`src/rtl/control_sequencer.sv`:
```
// Hardwired fetch/decode/execute control sequencer for the datapath.
// Strobes are registered copies of the decode of the next state, so they line up with the state register.
module control_sequencer #(
    parameter int MEM_WAIT = 0,
    parameter int CNT_W    = 16
) (
    input  logic             clk,
    input  logic             clr,
    input  logic [31:0]      ir,
    input  logic             stop,
    output logic             pc_out,
    output logic             zlo_out,
    output logic             zhi_out,
    output logic             mdr_out,
    output logic             mar_enable,
    output logic             z_enable,
    output logic             lo_enable,
    output logic             hi_enable,
    output logic             pc_enable,
    output logic             mdr_enable,
    output logic             read,
    output logic             ir_enable,
    output logic             y_enable,
    output logic             pc_increment,
    output logic             r15_enable,
    output logic             c_sign_extended_out,
    output logic             r_in,
    output logic             r_out,
    output logic             gra,
    output logic             grb,
    output logic             grc,
    output logic             ba_out,
    output logic [2:0]       alu_op,
    output logic             instr_done,
    output logic             illegal_op,
    output logic             halted,
    output logic [CNT_W-1:0] instr_count
);

    typedef enum logic [3:0] {
        S_RST, S_IDLE, S_T0, S_T1, S_T2, S_T3, S_T4, S_T5, S_T6, S_HALT
    } state_e;

    typedef struct packed {
        logic pc_out, zlo_out, zhi_out, mdr_out, mar_enable, z_enable;
        logic lo_enable, hi_enable, pc_enable, mdr_enable, read, ir_enable;
        logic y_enable, pc_increment, r15_enable, c_sign_extended_out;
        logic r_in, r_out, gra, grb, grc, ba_out;
        logic [2:0] alu_op;
        logic instr_done, illegal_op, halted;
    } ctrl_t;

    localparam logic [4:0] OP_ADD  = 5'b00011;
    localparam logic [4:0] OP_SUB  = 5'b00100;
    localparam logic [4:0] OP_AND  = 5'b00101;
    localparam logic [4:0] OP_OR   = 5'b00110;
    localparam logic [4:0] OP_LDI  = 5'b01000;
    localparam logic [4:0] OP_MUL  = 5'b01111;
    localparam logic [4:0] OP_JAL  = 5'b10011;
    localparam logic [4:0] OP_JR   = 5'b10100;
    localparam logic [4:0] OP_NOP  = 5'b11010;
    localparam logic [4:0] OP_HALT = 5'b11011;
    localparam logic [3:0] WAIT_LAST = 4'(MEM_WAIT);

    state_e            state_r, state_next_s;
    logic [4:0]        opcode_r, opcode_next_s;
    logic [3:0]        wait_r, wait_next_s;
    ctrl_t             ctrl_r;
    logic [CNT_W-1:0]  count_r;
    logic              unused_ir_s;

    assign unused_ir_s = ^ir[26:0];

    function automatic state_e last_state(input logic [4:0] op);
        case (op)
            OP_ADD, OP_SUB, OP_AND, OP_OR, OP_LDI: last_state = S_T5;
            OP_MUL:                                last_state = S_T6;
            OP_JAL:                                last_state = S_T4;
            default:                               last_state = S_T3;
        endcase
    endfunction

    function automatic ctrl_t decode(input state_e st, input logic [4:0] op, input logic [3:0] wcnt);
        ctrl_t c;
        c = '0;
        case (st)
            S_T0: begin
                c.pc_out = 1'b1; c.mar_enable = 1'b1; c.pc_increment = 1'b1; c.z_enable = 1'b1;
            end
            S_T1: begin
                c.read = 1'b1; c.mdr_enable = 1'b1;
                // PC update waits for the last memory wait cycle
                if (wcnt == WAIT_LAST) begin
                    c.zlo_out = 1'b1; c.pc_enable = 1'b1;
                end else begin
                    c.zlo_out = 1'b0; c.pc_enable = 1'b0;
                end
            end
            S_T2: begin
                c.mdr_out = 1'b1; c.ir_enable = 1'b1;
            end
            S_T3: begin
                case (op)
                    OP_ADD, OP_SUB, OP_AND, OP_OR: begin c.grb = 1'b1; c.r_out = 1'b1; c.y_enable = 1'b1; end
                    OP_LDI:  begin c.grb = 1'b1; c.ba_out = 1'b1; c.y_enable = 1'b1; end
                    OP_MUL:  begin c.gra = 1'b1; c.r_out = 1'b1; c.y_enable = 1'b1; end
                    OP_JAL:  begin c.pc_out = 1'b1; c.r15_enable = 1'b1; end
                    OP_JR:   begin c.gra = 1'b1; c.r_out = 1'b1; c.pc_enable = 1'b1; end
                    OP_NOP, OP_HALT: c.illegal_op = 1'b0;
                    default: c.illegal_op = 1'b1;
                endcase
            end
            S_T4: begin
                case (op)
                    OP_ADD, OP_SUB, OP_AND, OP_OR: begin
                        c.grc = 1'b1; c.r_out = 1'b1; c.z_enable = 1'b1;
                        c.alu_op = 3'(op - OP_ADD);
                    end
                    OP_LDI:  begin c.c_sign_extended_out = 1'b1; c.z_enable = 1'b1; c.alu_op = 3'b000; end
                    OP_MUL:  begin c.grb = 1'b1; c.r_out = 1'b1; c.z_enable = 1'b1; c.alu_op = 3'b100; end
                    OP_JAL:  begin c.gra = 1'b1; c.r_out = 1'b1; c.pc_enable = 1'b1; end
                    default: c.alu_op = 3'b000;
                endcase
            end
            S_T5: begin
                case (op)
                    OP_ADD, OP_SUB, OP_AND, OP_OR, OP_LDI: begin c.zlo_out = 1'b1; c.gra = 1'b1; c.r_in = 1'b1; end
                    OP_MUL:  begin c.zlo_out = 1'b1; c.lo_enable = 1'b1; end
                    default: c.zlo_out = 1'b0;
                endcase
            end
            S_T6: begin
                c.zhi_out = 1'b1; c.hi_enable = 1'b1;
            end
            S_HALT:  c.halted = 1'b1;
            default: c.halted = 1'b0;
        endcase
        c.instr_done = (st == last_state(op));
        return c;
    endfunction

    // Next-state, opcode capture and memory wait counter
    always_comb begin
        state_next_s  = state_r;
        opcode_next_s = opcode_r;
        wait_next_s   = wait_r;
        case (state_r)
            S_RST:  state_next_s = S_T0;
            S_IDLE: begin
                if (!stop) state_next_s = S_T0;
                else       state_next_s = S_IDLE;
            end
            S_T0: begin
                state_next_s = S_T1;
                wait_next_s  = 4'd0;
            end
            S_T1: begin
                if (wait_r == WAIT_LAST) begin
                    state_next_s = S_T2;
                    wait_next_s  = 4'd0;
                end else begin
                    wait_next_s  = wait_r + 4'd1;
                end
            end
            S_T2: begin
                state_next_s  = S_T3;
                opcode_next_s = ir[31:27];
            end
            S_T3, S_T4, S_T5, S_T6: begin
                if (state_r == last_state(opcode_r)) begin
                    if (opcode_r == OP_HALT) state_next_s = S_HALT;
                    else if (stop)           state_next_s = S_IDLE;
                    else                     state_next_s = S_T0;
                end else begin
                    case (state_r)
                        S_T3:    state_next_s = S_T4;
                        S_T4:    state_next_s = S_T5;
                        S_T5:    state_next_s = S_T6;
                        default: state_next_s = S_RST;
                    endcase
                end
            end
            S_HALT:  state_next_s = S_HALT;
            default: state_next_s = S_RST;
        endcase
    end

    // State, opcode, wait counter, registered strobes and retired-instruction count
    always_ff @(posedge clk or posedge clr) begin
        if (clr) begin
            state_r  <= S_RST;
            opcode_r <= 5'd0;
            wait_r   <= 4'd0;
            ctrl_r   <= '0;
            count_r  <= '0;
        end else begin
            state_r  <= state_next_s;
            opcode_r <= opcode_next_s;
            wait_r   <= wait_next_s;
            ctrl_r   <= decode(state_next_s, opcode_next_s, wait_next_s);
            if (state_r == last_state(opcode_r)) count_r <= count_r + CNT_W'(1);
            else                                 count_r <= count_r;
        end
    end

    assign pc_out              = ctrl_r.pc_out;
    assign zlo_out             = ctrl_r.zlo_out;
    assign zhi_out             = ctrl_r.zhi_out;
    assign mdr_out             = ctrl_r.mdr_out;
    assign mar_enable          = ctrl_r.mar_enable;
    assign z_enable            = ctrl_r.z_enable;
    assign lo_enable           = ctrl_r.lo_enable;
    assign hi_enable           = ctrl_r.hi_enable;
    assign pc_enable           = ctrl_r.pc_enable;
    assign mdr_enable          = ctrl_r.mdr_enable;
    assign read                = ctrl_r.read;
    assign ir_enable           = ctrl_r.ir_enable;
    assign y_enable            = ctrl_r.y_enable;
    assign pc_increment        = ctrl_r.pc_increment;
    assign r15_enable          = ctrl_r.r15_enable;
    assign c_sign_extended_out = ctrl_r.c_sign_extended_out;
    assign r_in                = ctrl_r.r_in;
    assign r_out               = ctrl_r.r_out;
    assign gra                 = ctrl_r.gra;
    assign grb                 = ctrl_r.grb;
    assign grc                 = ctrl_r.grc;
    assign ba_out              = ctrl_r.ba_out;
    assign alu_op              = ctrl_r.alu_op;
    assign instr_done          = ctrl_r.instr_done;
    assign illegal_op          = ctrl_r.illegal_op;
    assign halted              = ctrl_r.halted;
    assign instr_count         = count_r;

endmodule

```
`config.mk`:
```
export PLATFORM = sky130hd
export DESIGN_NAME = control_sequencer
export DESIGN_NICKNAME = d
export VERILOG_FILES = /design/src/rtl/control_sequencer.sv
export SDC_FILE = /design/constraint.sdc
export NUM_CORES = 1
export LEC_CHECK = 0
export BUFFER_PORTS_ARGS = -buffer_cell sky130_fd_sc_hd__buf_4
export CORE_MARGIN = 1.5
export CORE_UTILIZATION = 52
export CTS_CLUSTER_DIAMETER = 100
export DETAILED_ROUTE_END_ITERATION = 7
export GPL_TIMING_DRIVEN = 1
export PLACE_DENSITY = 0.8
export SLEW_MARGIN = 10
export SYNTH_ARGS = -nofsm -noshare
export SYNTH_HDL_FRONTEND = slang
export SYNTH_SLANG_ARGS = --single-unit
```
`constraint.sdc`:
```
create_clock -name clk -period 3.9 [get_ports clk]
set_clock_uncertainty 0.15 [all_clocks]
set_input_delay 0.585 -clock clk [delete_from_list [all_inputs] [get_ports clk]]
set_output_delay 0.585 -clock clk [all_outputs]
set_load 0.05 [all_outputs]
```
==> results.sh <==
export IMPL_synth_area_per_cell_um2=10.1
export IMPL_min_period_ps=3250
export IMPL_cp_end_kind="flop"
export IMPL_synth_largest_area_cell="dfrtp_1"
export IMPL_cp_max_fo=13
export IMPL_core_um2=5240
export IMPL_ys_ff_latch=53
export IMPL_critPathSlowestCell="dfrtp_1"
export IMPL_ioPinCount=79
export IMPL_grt_pass1_wl_um=9740
export IMPL_ir_drop_mv=0.417
export IMPL_critical_path_max_stage_delay_ps=660
export IMPL_fillCellCount=428
export IMPL_worstHoldPathType="flop to flop"
export IMPL_setup_viol=0
export IMPL_synth_ff_type="dfrtp_1"
export IMPL_cp_top_family="simple AND/OR/NAND/NOR gates"
export IMPL_rows=26
export IMPL_die_area_um2=6010
export IMPL_dp_final_hpwl_um=4260
export IMPL_p_per_area_nw_per_um2=800
export IMPL_crit_type="flop to flop"
export IMPL_die_w_um=77.5
export IMPL_routed_via_density=5.59
export IMPL_hold_buffers=0
export IMPL_synth_cell_types=73
export IMPL_clock_tree_root_cell="clkbuf_8"
export IMPL_arrival_ps=3300
export IMPL_diodes=0
export IMPL_syn_to_final_growth_pct=17.6
export IMPL_synth_area_um2=2890
export IMPL_postSynthNetCount=329
export IMPL_fin_crit_sh=0.832
export IMPL_max_freq_mhz=308
export IMPL_worstMarginPinSlew_ps=1050
export IMPL_nets=375
export IMPL_async_reset_ff_frac=1.00
export IMPL_seqCellArea_um2=1330
export IMPL_r2r_setup_slack_ps=650
export IMPL_finalHoldViolations=0
export IMPL_drive_above_1_share=0.251
export IMPL_post_cts_resized=0
export IMPL_synth_top_area_share=0.459
export IMPL_start_kind="flop"
export IMPL_cts_clk_slew_worst_paths_ps=100
export IMPL_grt_setup_unrepaired="no"
export IMPL_antenna_found_initial=0
export IMPL_final_antenna_net_count=0
export IMPL_status="finished, final reports clean"
export IMPL_vias=2259
export IMPL_drt_iter0_drc=94
export IMPL_grtUsageTotal=0.203
export IMPL_syn_instance_count=287
export IMPL_wirelength_um=5830
export IMPL_io_buffers=51
export IMPL_cp_data_required_time_ps=3950
export IMPL_htree_levels=2
export IMPL_worst_skew_pair_late_latency_ps=310
export IMPL_crit_top_cell="nand2_1"
export IMPL_drc=0
export IMPL_firstDrtPassIters=4
export IMPL_cts_setup_buffers=0
export IMPL_final_cell_area_um2=3400
export IMPL_overflow=0
export IMPL_place_gp_congestion=0.903
export IMPL_initial_core_util=0.552
export IMPL_power_w=0.00272
export IMPL_clock_path_buffers=2
export IMPL_synth_edf_count=0
export IMPL_cap_violations=0
export IMPL_yosysSeqAreaShare=0.459
export IMPL_grt_pass1_vias=2143
export IMPL_path_buf_inv=1
export IMPL_cts_tree="built"
export IMPL_ys_warn_count=0
export IMPL_power_leakage_nw=1.58
export IMPL_die_h_um=77.5
export IMPL_path_cells="nor2_1 -> nand2_1 -> nand2_1 -> nand2_1 -> inv_1 -> ha_1 -> nor3_1 -> nand2_1 -> a21oi_2 -> and2_1 -> nor2_1 -> a31o_1"
export IMPL_multiInputGateArea_um2=1420
export IMPL_wire_per_inst_um=14.4
export IMPL_slew_viol_final=0
export IMPL_grt_start_max_net_pins=54
export IMPL_clkSinkCount=53
export IMPL_setup_tns_ps=0
export IMPL_placed_cell_area_um2=3290
export IMPL_synthTopCellsByArea="dfrtp_1 46%, nand2_1 4.0%, xnor2_1 3.9%, nor2_1 3.4%, ha_1 3.0%"
export IMPL_relSlewSlack=0.296
export IMPL_cts_buffers=5
## logic make-up after synthesis
family / synth area share
and+or+nand+nor: 0.237
AOI/OAI and AO/OA: 0.145
xor gates and xnor gates: 0.0485
DFF: 0.459
adders and majority gates: 0.0303
muxes: 0.0299
buffers and inverters: 0.0502
## sequential cells by signal, summed over array words and instances, names as in the netlist, 3 cells and up
register	flops
instr_count	16
opcode_r	5
state_r	4
wait_r	4
alu_op	3
## per-stage QoR
step           hold WS [ps]  cells  setup slack, ps   util
2_1_floorplan           360    287              906      -
3_3_place_gp            314    396              791  0.627
6_report                336    404              654  0.649
5_1_grt                 353    404              356  0.649
3_5_place_dp            325    396              716  0.627
4_1_cts                 343    404              680  0.649
## cell usage in the layout (no fill, tap or decap), drive strengths merged, types with 7 or more instances in the layout
master	count
nand2	31
ha	7
o21ai	13
dfrtp	53
nor3	9
xnor2	13
buf	52
nand3	8
nor2	26
inv	18
## cells in the mapped netlist (2+ instances only)
library cell	instances
a21oi_1	5
a22o_1	3
a31oi_1	4
and2_1	4
and3_1	2
buf_2	5
buf_4	5
clkbuf_1	2
dfrtp_1	53
ha_1	7
inv_1	15
inv_2	2
mux2_2	2
mux2i_1	3
nand2_1	31
nand2b_1	6
nand3_1	7
nand4_1	5
nor2_1	26
nor2b_1	5
nor3_1	9
nor3b_1	2
o2111ai_1	2
o211ai_1	2
o21a_1	2
o21ai_0	11
o22ai_1	3
o2bb2ai_1	2
o31ai_1	2
or3_1	2
or3b_4	2
xnor2_1	13
xor2_1	3
## metal layers
layer / global-route usage / wire [µm]
met5: 0 / 0
met4: 0.0636 / 76
met3: 0.0353 / 339
met2: 0.349 / 2810
met1: 0.261 / 2600
## power breakdown
group / total (W) / switching [W] / internal (W)
registers: 0.000858 / 0.000183 / 0.000675
logic: 0.00148 / 0.000951 / 0.000531
clock network: 0.000378 / 0.000185 / 0.000193
## final timing paths
check	start	end	cells after the start
min reg2reg	instr_count[15]$_DFFE_PP0P_	instr_count[15]$_DFFE_PP0P_	1
max reg2reg	state_r[0]$_DFF_PP0_	zlo_out$_DFF_PP0_	12
min	instr_count[15]$_DFFE_PP0P_	instr_count[15]$_DFFE_PP0P_	1
min in group asynchronous	clr	instr_count[15]$_DFFE_PP0P_	2
max in group asynchronous	clr	opcode_r[0]$_DFF_PP0_	2
max	state_r[0]$_DFF_PP0_	zlo_out$_DFF_PP0_	12
## cell type report
cell class	instances	area share
Tap cell	70	0.0258
Inverter	17	0.0188
Clock buffer	5	0.0203
Multi-Input combinational cell	204	0.417
Timing Repair Buffer	52	0.115
Sequential cell	53	0.390
Clock inverter	3	0.0129
(Power assumes the default switching activity.)
